### config.mk
export PLATFORM = sky130hd
export DESIGN_NAME = data_offload_multi_sync_ctrl
export DESIGN_NICKNAME = d
export VERILOG_FILES = /design/src/rtl/data_offload_sync_pkg.sv /design/src/rtl/data_offload_sync_ch.sv /design/src/rtl/data_offload_multi_sync_ctrl.sv
export SDC_FILE = /design/constraint.sdc
export NUM_CORES = 1
export LEC_CHECK = 0
export CAP_MARGIN = 20
export CORE_MARGIN = 2
export CORE_UTILIZATION = 50
export DETAILED_ROUTE_END_ITERATION = 16
export PLACE_DENSITY = 0.91
export SYNTH_ARGS = -nofsm -noshare
export SYNTH_HDL_FRONTEND = slang
export SYNTH_SLANG_ARGS = --single-unit
### constraint.sdc
create_clock -name clk -period 6.4 [get_ports clk]
set_input_delay 1.6 -clock clk [delete_from_list [all_inputs] [get_ports clk]]
set_output_delay 1.6 -clock clk [all_outputs]
set_load 0.02 [all_outputs]
### src/rtl/data_offload_sync_pkg.sv
// Shared types for the data offload read-side sync controller.
// State encoding and sync-mode codes used by every channel.
package data_offload_sync_pkg;

  typedef enum logic [2:0] {
    IDLE      = 3'd0,
    WAIT_DATA = 3'd1,
    ARMED     = 3'd2,
    PLAY      = 3'd3,
    DONE      = 3'd4
  } doff_sync_state_t;

  localparam logic [1:0] SYNC_AUTO = 2'd0;
  localparam logic [1:0] SYNC_HW   = 2'd1;
  localparam logic [1:0] SYNC_SW   = 2'd2;

endpackage

### src/rtl/data_offload_sync_ch.sv
// One playback channel: FSM, read address counter
// and saturating sync-event counter.
module data_offload_sync_ch
  import data_offload_sync_pkg::*;
#(
  parameter int ADDR_W = 10,
  parameter int CNT_W  = 16
) (
  input  logic              clk,
  input  logic              rst,
  input  logic              enable,
  input  logic              oneshot,
  input  logic [1:0]        sync_mode,
  input  logic              resync,
  input  logic [ADDR_W-1:0] len,
  input  logic              sync_rise,
  input  logic              sync_sw,
  input  logic              wr_done,
  input  logic              rd_ready,
  output logic              rd_valid,
  output logic [ADDR_W-1:0] rd_addr,
  output logic              rd_last,
  output logic [2:0]        state_o,
  output logic [CNT_W-1:0]  sync_cnt
);

  doff_sync_state_t  state_q;
  logic [ADDR_W-1:0] addr_q;
  logic [ADDR_W-1:0] len_q;
  logic [CNT_W-1:0]  cnt_q;
  logic              lost_q;
  logic              sync_ev;
  logic              at_end;

  always_comb begin
    sync_ev = 1'b1;
    unique case (sync_mode)
      SYNC_HW: sync_ev = sync_rise;
      SYNC_SW: sync_ev = sync_sw;
      default: sync_ev = 1'b1;
    endcase
  end

  assign at_end = (addr_q == len_q);

  always_ff @(posedge clk or posedge rst) begin
    if (rst) begin
      state_q <= IDLE;
      addr_q  <= '0;
      len_q   <= '0;
      cnt_q   <= '0;
      lost_q  <= 1'b0;
    end else if (!enable) begin
      state_q <= IDLE;
      addr_q  <= '0;
      lost_q  <= 1'b0;
    end else begin
      unique case (state_q)
        IDLE: state_q <= WAIT_DATA;
        WAIT_DATA: if (wr_done) state_q <= ARMED;
        ARMED: begin
          if (sync_ev) begin
            state_q <= PLAY;
            addr_q  <= '0;
            len_q   <= len;
            lost_q  <= 1'b0;
            if (cnt_q != '1) cnt_q <= cnt_q + 1'b1;
          end
        end
        PLAY: begin
          // a buffer lost mid-pass still plays out, then refills
          if (!wr_done) lost_q <= 1'b1;
          if (rd_ready) begin
            if (!at_end) begin
              addr_q <= addr_q + 1'b1;
            end else begin
              addr_q <= '0;
              len_q  <= len;
              lost_q <= 1'b0;
              if (lost_q || !wr_done)
                state_q <= WAIT_DATA;
              else if (oneshot)
                state_q <= DONE;
              else if (resync &&
                       (sync_mode == SYNC_HW ||
                        sync_mode == SYNC_SW))
                state_q <= ARMED;
            end
          end
        end
        DONE: state_q <= DONE;
        default: state_q <= IDLE;
      endcase
    end
  end

  assign rd_valid = (state_q == PLAY);
  assign rd_addr  = addr_q;
  assign rd_last  = rd_valid & at_end;
  assign state_o  = state_q;
  assign sync_cnt = cnt_q;

endmodule

### src/rtl/data_offload_multi_sync_ctrl.sv
// Multi-channel read-side playback/sync controller.
// Shared sync_ext edge detector feeding independent channels.
module data_offload_multi_sync_ctrl
  import data_offload_sync_pkg::*;
#(
  parameter int NUM_CH = 4,
  parameter int ADDR_W = 10,
  parameter int CNT_W  = 16
) (
  input  logic                     clk,
  input  logic                     rst,
  input  logic [NUM_CH-1:0]        cfg_enable,
  input  logic [NUM_CH-1:0]        cfg_oneshot,
  input  logic [2*NUM_CH-1:0]      cfg_sync_mode,
  input  logic [NUM_CH-1:0]        cfg_resync,
  input  logic [ADDR_W*NUM_CH-1:0] cfg_len,
  input  logic                     sync_ext,
  input  logic [NUM_CH-1:0]        sync_sw,
  input  logic [NUM_CH-1:0]        wr_done,
  input  logic [NUM_CH-1:0]        rd_ready,
  output logic [NUM_CH-1:0]        rd_valid,
  output logic [ADDR_W*NUM_CH-1:0] rd_addr,
  output logic [NUM_CH-1:0]        rd_last,
  output logic [3*NUM_CH-1:0]      state_o,
  output logic [CNT_W*NUM_CH-1:0]  sync_cnt
);

  logic sync_ext_d;
  logic rise_q;

  // registered edge so one rise reaches every channel together
  always_ff @(posedge clk or posedge rst) begin
    if (rst) begin
      sync_ext_d <= 1'b0;
      rise_q     <= 1'b0;
    end else begin
      sync_ext_d <= sync_ext;
      rise_q     <= sync_ext & ~sync_ext_d;
    end
  end

  for (genvar i = 0; i < NUM_CH; i++) begin : g_ch
    data_offload_sync_ch #(
      .ADDR_W(ADDR_W),
      .CNT_W (CNT_W)
    ) u_ch (
      .clk      (clk),
      .rst      (rst),
      .enable   (cfg_enable[i]),
      .oneshot  (cfg_oneshot[i]),
      .sync_mode(cfg_sync_mode[2*i +: 2]),
      .resync   (cfg_resync[i]),
      .len      (cfg_len[ADDR_W*i +: ADDR_W]),
      .sync_rise(rise_q),
      .sync_sw  (sync_sw[i]),
      .wr_done  (wr_done[i]),
      .rd_ready (rd_ready[i]),
      .rd_valid (rd_valid[i]),
      .rd_addr  (rd_addr[ADDR_W*i +: ADDR_W]),
      .rd_last  (rd_last[i]),
      .state_o  (state_o[3*i +: 3]),
      .sync_cnt (sync_cnt[CNT_W*i +: CNT_W])
    );
  end

endmodule

# ---- Word level (Yosys, flattened, before mapping)
# Cells that the tools add are included.
dict set report word_totals {
  input_bits 75
  register_bits 162
}
dict set report classes {
  mux 100
  n_reduce_logical 44
  n_eq_ne 68
  addsub 8
  bitwise_logic 6
}
# operator n
set ops {}
lappend ops {{$mux 10} 28}
lappend ops {{$pmux 10 s2} 8}
lappend ops {{$mux 3} 32}
lappend ops {{$add 16x1->16 const B} 4}
lappend ops {{$ne 16x16->1 const B} 4}
lappend ops {{$pmux 3 s5} 4}
lappend ops {{$add 10x1->10 const B} 4}
lappend ops {{$eq 10x10->1} 4}
lappend ops {{$reduce_and 5->1} 8}
lappend ops {{$ne 3x3->1 const B} 12}
lappend ops {{$eq 3x2->1 const B} 8}
lappend ops {{$mux 1} 20}
lappend ops {{$ne 5x5->1 const B} 4}
lappend ops {{$ne 2x2->1 const B} 8}
lappend ops {{$pmux 1 s2} 8}
lappend ops {{$reduce_and 4->1} 4}
lappend ops {{$eq 3x1->1 const B} 4}
lappend ops {{$eq 3x3->1 const B} 4}
lappend ops {{$logic_not 3->1} 4}
lappend ops {{$ne 3x1->1 const B} 4}
lappend ops {{$ne 3x2->1 const B} 4}
lappend ops {{$reduce_and 3->1} 4}
lappend ops {{$eq 2x1->1 const B} 4}
lappend ops {{$eq 2x2->1 const B} 4}
lappend ops {{8 further kinds} 34}

# ---- Logic depth before layout (Yosys ltp)
dict set report depth {
  word_depth 10
  depth_mapped 9
  mapped_depth_nobuf 7
}

# ---- Modules after synthesis
# Synthesis repeated with hierarchy kept, for this count alone.
dict set report hier_totals {
  hier_cells 822
  area_unflattened_um2 8562.0
}
# module cells_per_inst seq_area_each_um2 instances area_per_inst_um2
set by_module_without_submodules {}
lappend by_module_without_submodules {{data_offload_sync_ch (g_ch[0].u_ch ...)} 206 1001.0 3 2133.3}
lappend by_module_without_submodules {{data_offload_sync_ch (g_ch[3].u_ch)} 200 1001.0 1 2094.5}
lappend by_module_without_submodules {data_offload_multi_sync_ctrl 4 50.0 1 67.6}

# ---- Worst setup path after synthesis
# Ideal clock, no wire load.
dict set report synth_path {
  kind {input port to flip-flop}
  start {input port cfg_sync_mode[2]}
  end {register g_ch[1].u_ch.cnt_q[14]}
  slack_ps 2780
  required_ps 6320
  t_arrival_ps 3540
  n_path_buf 2
  stages 9
  cell_sequence {inv_1 > ha_1 > a221oi_1 > or4_1 > buf_2 > or4b_1 > buf_2 > nor3_2 > xor2_1}
}
dict set report synth_via {
  elab_chain_len 3
  word_cells_on_any_way 4
  cone_classes {eq/ne (2); mux (1); reduce/logical (1)}
}
# element line
set synth_rtl {}
lappend synth_rtl {{from (decl)} data_offload_multi_sync_ctrl.sv:14} ;# input logic [2*NUM_CH-1:0] cfg_sync_mode,
lappend synth_rtl {{$eq 2x2->1 / $eq 2x1->1 (equally long branches)} data_offload_sync_ch.sv:37} ;# unique case (sync_mode)
lappend synth_rtl {{$pmux 1 s2 *} data_offload_sync_ch.sv:37}
lappend synth_rtl {{$reduce_and 4->1 (no line) *} -}
lappend synth_rtl {{to (signal assigned)} data_offload_sync_ch.sv:67} ;# if (cnt_q != '1) cnt_q <= cnt_q + 1'b1;
lappend synth_rtl {{to (decl)} data_offload_sync_ch.sv:30} ;# logic [CNT_W-1:0] cnt_q;
# Every way passes the cells marked *; elsewhere a longest branch is shown, timed or not.
# A chain may end at the register's enable or synchronous reset.

# ---- Worst setup path after layout
dict set report layout_path {
  start {register g_ch[2].u_ch.addr_q[6]}
  end {output port rd_last[2]}
}
dict set report layout_via {
  elab_chain_len 2
}
# element line
set layout_rtl {}
lappend layout_rtl {{from (decl)} data_offload_sync_ch.sv:28} ;# logic [ADDR_W-1:0] addr_q;
lappend layout_rtl {{from (signal assigned)} data_offload_sync_ch.sv:75} ;# addr_q <= addr_q + 1'b1;
lappend layout_rtl {{$eq 10x10->1} data_offload_sync_ch.sv:44} ;# assign at_end = (addr_q == len_q);
lappend layout_rtl {{$and 1x1->1} data_offload_sync_ch.sv:99} ;# assign rd_last = rd_valid & at_end;
lappend layout_rtl {{to (decl)} data_offload_multi_sync_ctrl.sv:23} ;# output logic [NUM_CH-1:0] rd_last,
# Every way passes these cells.

==> results.py <==
metrics = {
    "status": {
        "outcome": "completed",
    },
    "final_layout": {
        "most-common-layout-cells": "198 x clkdlybuf4s50_1, 162 x dfrtp_1, 61 x nand2_1",
        "multiInputGateArea_sq_um": 4280,
        "fillCellCount": 1302,
        "layout.nets": 1111,
        "seqCellArea_sq_um": 4050,
        "final_common_cell": "clkdlybuf4s50_1",
        "stdcell_count": 1258,
        "area_growth_pct": 32.0,
        "layout-drive-gt1-share_pct": 9.68,
        "antennaDiodeCount": 0,
    },
    "clocking": {
        "numCtsBuffers": 17,
        "clk_pin_slew_ns": 0.06,
        "postCtsSetupRepairBufs": 0,
        "cts_tree": "built",
        "clock_sinks": 162,
        "cts-root-buf": "clkbuf_16",
        "cts_buffer_depth": 2,
        "cts-hold-fix-buffers": 0,
        "cts_max_level": 4,
        "clk_latency_ns": 0.41,
        "cts-resized-gates": 0,
    },
    "pwr": {
        "ir_worst_vdd_mv": 0.179,
        "power_density_nw_per_um2": 289,
        "power.leakage_nw": 4.93,
    },
    "synthesis": {
        "ys_ff_latch": 162,
        "syn_area_per_cell_sq_um": 10.4,
        "synth_warnings": 0,
        "syn_area_sq_um": 8620,
        "ys_types": 68,
        "synthCells": 829,
        "ys_seq_area_share_pct": 47.0,
        "synth_edf_count": 0,
        "async_reset_ff_share_pct": 100,
        "synth-main-ff-cell": "dfrtp_1",
        "synth_nets": 920,
    },
    "timing": {
        "hold_ws_ns": 0.392,
        "worst_pin_slew_ns": 0.867,
        "rsz0062_at_grt": "no",
        "fmax_ghz": 0.236,
        "clock_skew_ns": 0.0117,
        "setup_viol": 0,
        "fin_crit_sh_pct": 66.1,
        "layout_min_cycle_time_ns": 4.23,
        "tns_ns": 0,
        "slew_violations": 0,
        "hold_viol": 0,
        "relSlewSlack_pct": 40.7,
    },
    "setup_path": {
        "cp_slowest_cell": "clkdlybuf4s50_1",
        "crit_type": "reg -> out",
        "r2r_cells": 5,
        "crit_cells": 5,
        "cp_data_arrival_time_ns": 2.63,
        "cp-start-kind": "flop",
        "worstPathMaxFanout": 6,
        "path_delay_family": "simple AND/OR/NAND/NOR gates",
        "end_kind": "output port",
        "path_buf_inv": 1,
        "required_ns": 4.80,
        "max_stage_delay_ns": 0.66,
        "path_cells": "xor2_1 > nor4_1 > nand3_1 > nor2_1 > clkdlybuf4s50_1",
    },
    "die": {
        "die-height_um": 135,
        "die_w_um": 135,
        "pin_count": 199,
        "die_area_sq_um": 18300,
        "core_area_sq_um": 17100,
        "num_rows": 48,
        "initial_core_util_pct": 50.6,
    },
    "drt": {
        "route.detailed.drc": 0,
        "drt_first_pass_iters": 5,
        "first_iter_violations": 373,
        "drt_wl_total_um": 21400,
        "routedWlPerCell_um": 17.0,
        "vias": 7223,
        "antenna_left": 0,
        "viasPerCell": 5.74,
    },
    "global_routing": {
        "grt_pass1_wl_um": 35300,
        "antenna_found_initial": 0,
        "grt_max_degree": 67,
        "grt_pass1_vias": 7152,
        "gr-total-overflow": 0,
        "track_usage_pct": 23.8,
    },
    "placement": {
        "gp_congestion": 0.866,
        "io_buffers": 198,
        "place_inst": 1225,
        "dp_hpwl_um": 15700,
    },
    "flow_run": {
        "drv_cap": 0,
    },
    "worst_hold_path": {
        "hold_depth": 1,
        "hold_path_class": "reg -> reg",
    },
}
[registers in the layout, summed over array words and instances (netlist names)]
register / flops
g_ch.u_ch.sync_cnt: 64
g_ch.u_ch.len_q: 40
g_ch.u_ch.rd_addr: 40
g_ch.u_ch.state_o: 12
g_ch.u_ch.lost_q: 4
rise_q: 1
sync_ext_d: 1
[cells by family (layout without fill, tap and decap cells)]
logic type	count (synthesis)	count (layout)	share of synthesized area [%]
adders and majority gates	16	16	2.32
muxes	54	54	6.98
and+or+nand+nor	286	286	17.9
AOI/OAI and AO/OA	148	148	12.6
buffers and inverters	66	270	3.32
xor gates and xnor gates	97	97	9.85
DFF	162	162	47.0
[stage by stage]
stage	total power, mW	util, %	cell area [sq um]	worst slack [ns]
after floorplan	1.94	-	8620	0.423
after global placement	2.20	63.1	10800	2.10
after detailed placement	2.25	63.1	10800	2.00
after CTS	3.32	66.7	11400	2.17
after global routing	3.47	66.7	11400	2.03
final	3.29	66.7	11400	2.17
[worst paths after layout]
path                                          from                       to  slack (ns)
max reg2reg                g_ch[1].u_ch.rd_addr[0]    g_ch[1].u_ch.len_q[1]        3.65
max in group asynchronous                      rst  g_ch[2].u_ch.rd_addr[7]        3.64
min in group asynchronous                      rst    g_ch[0].u_ch.len_q[1]        1.64
min reg2reg                             sync_ext_d                   rise_q        0.39
min                                     sync_ext_d                   rise_q        0.39
max                        g_ch[2].u_ch.rd_addr[6]               rd_last[2]        2.17
[final cells by class]
class	instances	area share, %
Clock inverter	15	1.73
Clock buffer	17	3.74
Timing Repair Buffer	201	17.6
Multi-Input combinational cell	601	37.6
Inverter	37	1.26
Tap cell	225	2.47
Sequential cell	162	35.6
[cell usage after synthesis, types with 9 or more instances]
cell      number  area (sq um)
a22o_1        18           158
nand3_1       37           185
and4_1         9          78.8
dfrtp_1      162          4050
xor2_1        44           385
a21oi_1       20           100
nor4_1        12          75.1
and3_1        24           150
nand2_1       61           229
nand2b_1      12          75.1
nor3_1        17          85.1
mux2_2        49           552
xnor2_1       53           464
inv_1         37           139
nor2b_1       18           113
or3_1          9          56.3
o21ai_0       35           175
clkbuf_1      14          52.6
ha_1          16           200
nor2_1        39           146
nand4_1       24           150
[power breakdown]
group          switching, mW  leakage, nW  internal (mW)
logic                  0.402         2.47          0.427
registers              0.192         2.15           1.21
clock network          0.436        0.304          0.627
total                   1.03         4.93           2.26
[routing by layer]
metal  vias up  wire length (um)  GRT usage (%)
li1       3394                 -              -
met1      3544              8990           30.2
met2       246             10900           40.7
met3        39              1050           4.38
met4         0               463           9.26
met5         -                 0              0
[worst reg2reg max path: stages (launching register included)]
cell,delay (ns)
dfrtp_1,0.46
xor2_1,0.19
nor4_1,0.36
nand3_1,0.37
o41ai_4,0.85
mux2_2,0.41
(Power assumes the default switching activity.)
==> patch: new RTL, same settings <==
Reset style: synchronous (`rst`), changed in 2 clocked blocks.
--- a/src/rtl/data_offload_sync_ch.sv
+++ b/src/rtl/data_offload_sync_ch.sv
@@ -43,7 +43,7 @@
 
   assign at_end = (addr_q == len_q);
 
-  always_ff @(posedge clk or posedge rst) begin
+  always_ff @(posedge clk) begin
     if (rst) begin
       state_q <= IDLE;
       addr_q  <= '0;
--- a/src/rtl/data_offload_multi_sync_ctrl.sv
+++ b/src/rtl/data_offload_multi_sync_ctrl.sv
@@ -29,7 +29,7 @@
   logic rise_q;
 
   // registered edge so one rise reaches every channel together
-  always_ff @(posedge clk or posedge rst) begin
+  always_ff @(posedge clk) begin
     if (rst) begin
       sync_ext_d <= 1'b0;
       rise_q     <= 1'b0;
Formal check against the unedited RTL: not equivalent (a bounded check fails within 4 cycles, from zero or initial values and one cycle with rst high; the reset may be asserted at any time).
==> patch against the original RTL <==
- worst setup slack lost 0.064 ns
- count of clock-buffer cells in the layout up 2
- area after synthesis is 0.74% lower
- die area is 0.72% lower
- sequential cell count is the same
- final area fell by 1.3%
- wire length up 1.2%
Power is not compared: it rests on default switching activity, and its combinational part moved more than twofold at a synthesized area within 25%.
==> patch: results (changes against the original RTL) <==
{| class="wikitable"
! Metric !! Value
|-
| Outcome || complete, no violations (unchanged)
|-
| Routed met3 length || 1.533 mm (was 1.054 mm)
|-
| Adder-Cell Fraction of Synth Area || 2.339% (was 2.322%)
|-
| Total wire length after detailed routing || 21.68 mm (was 21.43 mm)
|-
| Setup Skew || 0.01072 ns (was 0.01174 ns)
|-
| Grt met1 use || 30.09% (was 30.21%)
|-
| Worst flop-to-flop path endpoint || g_ch[3].u_ch.sync_cnt[15] (was g_ch[1].u_ch.len_q[1])
|-
| Reg2reg start || rise_q (was g_ch[1].u_ch.rd_addr[0])
|-
| Endpoint of the worst setup timing path || rd_last[0] (was rd_last[2])
|-
| Ratio of cells with drive above 1 in the final layout || 4.340% (was 9.681%)
|-
| Asr flop ratio synth || 0% (was 100.0%)
|-
| Share of the synthesized area in compound gates (AO/OA/AOI/OAI) || 7.924% (was 12.58%)
|-
| Starting density of the core || 51.42% (was 50.55%)
|-
| Pin count of the biggest net entering global routing || 85 (was 67)
|-
| GR met3 Demand/Resource || 6.194% (was 4.377%)
|-
| All-layer global routing usage || 23.46% (was 23.84%)
|-
| Layout filler cell count || 1348 (was 1302)
|-
| DP Area || 0.01064 mm^2 (was 0.01076 mm^2)
|-
| Synth top cells by count || 162 x dfxtp_1, 121 x nor2_1, 90 x nand2b_1 (was 162 x dfrtp_1, 61 x nand2_1, 53 x xnor2_1)
|-
| Routed length on met1 || 9.386 mm (was 8.986 mm)
|-
| Met2 Use GR || 38.55% (was 40.69%)
|-
| Wire length of the first global-routing pass || 34.82 mm (was 35.31 mm)
|-
| Cell count after placement || 1365 (was 1225)
|-
| Actual transition at the worst max-transition pin || 0.8862 ns (was 0.8675 ns)
|-
| Count of distinct cell types in the synthesized netlist || 63 (was 68)
|-
| Mapped Cells || 987 (was 829)
|-
| Worst-skew pair later-pin latency || roughly 0.42 ns
|-
| DR WL/cell || 15.54 um (was 17.03 um)
|-
| Vias per inst || 5.580 (was 5.742)
|-
| Met2 wire len || 10.35 mm (was 10.92 mm)
|-
| Hold slack || 0.3976 ns (was 0.3920 ns)
|-
| DRT iter0 DRCs || 506 (was 373)
|-
| Critical Path Source || g_ch[0].u_ch.rd_addr[3] (was g_ch[2].u_ch.rd_addr[6])
|-
| CTS max path bufs || 2 (unchanged)
|-
| Proportion of synthesized area in mux cells || 5.044% (was 6.980%)
|-
| Estimated wirelength of the detail-placed design || 15.53 mm (was 15.66 mm)
|-
| Post-route minimum period || 4.298 ns (was 4.233 ns)
|-
| Net count after synthesis || 1078 (was 920)
|-
| Post-CTS Setup Bufs || 0 (unchanged)
|-
| Primary flip-flop cell chosen by synthesis mapping || dfxtp_1 (was dfrtp_1)
|-
| CP peak stage delay || 0.71 ns (was 0.66 ns)
|-
| Xor-xnor portion of the synthesized cell area || 12.79% (was 9.853%)
|-
| Global placement routability congestion || 0.8846 (was 0.8662)
|-
| Dominant delay contributor by cell family on the critical path || simple AND/OR/NAND/NOR gates (unchanged)
|-
| Post-layout power || 0.002210 W
|-
| Minimum setup slack after placement || 2.168 ns (was 2.003 ns)
|}
## patch: cell count changes in the layout (fill, tap and decap cells not counted), moves of 18 or more
| cell | delta |
|---|---|
| dfrtp_1 | -162 |
| dfxtp_1 | +162 |
| nor2_1 | +82 |
| nand2b_1 | +78 |
| mux2_2 | -48 |
| mux2i_1 | +37 |
| xnor2_1 | +32 |
| o21ai_0 | -25 |
| a22o_1 | -18 |
## patch: worst min-delay path by stage
stage / start / to / depth (start not counted)
after floorplan: sync_ext_d / rise_q / 1
after global placement: sync_ext_d / rise_q / 1
after detailed placement: sync_ext_d / rise_q / 1
after CTS: sync_ext_d / rise_q / 1
after global routing: sync_ext_d / rise_q / 1
final: sync_ext_d / rise_q / 1
## patch: final cells by class
cell class              count  area (um^2)  area share (%)
multi-input cells         753         5001           44.50
inverters                  26        97.59          0.8683
clock inverters            11        155.1           1.380
well taps                 220        275.3           2.449
flip-flops and latches    162         3243           28.85
repair buffers            204         2024           18.01
clock buffers              19        442.9           3.941
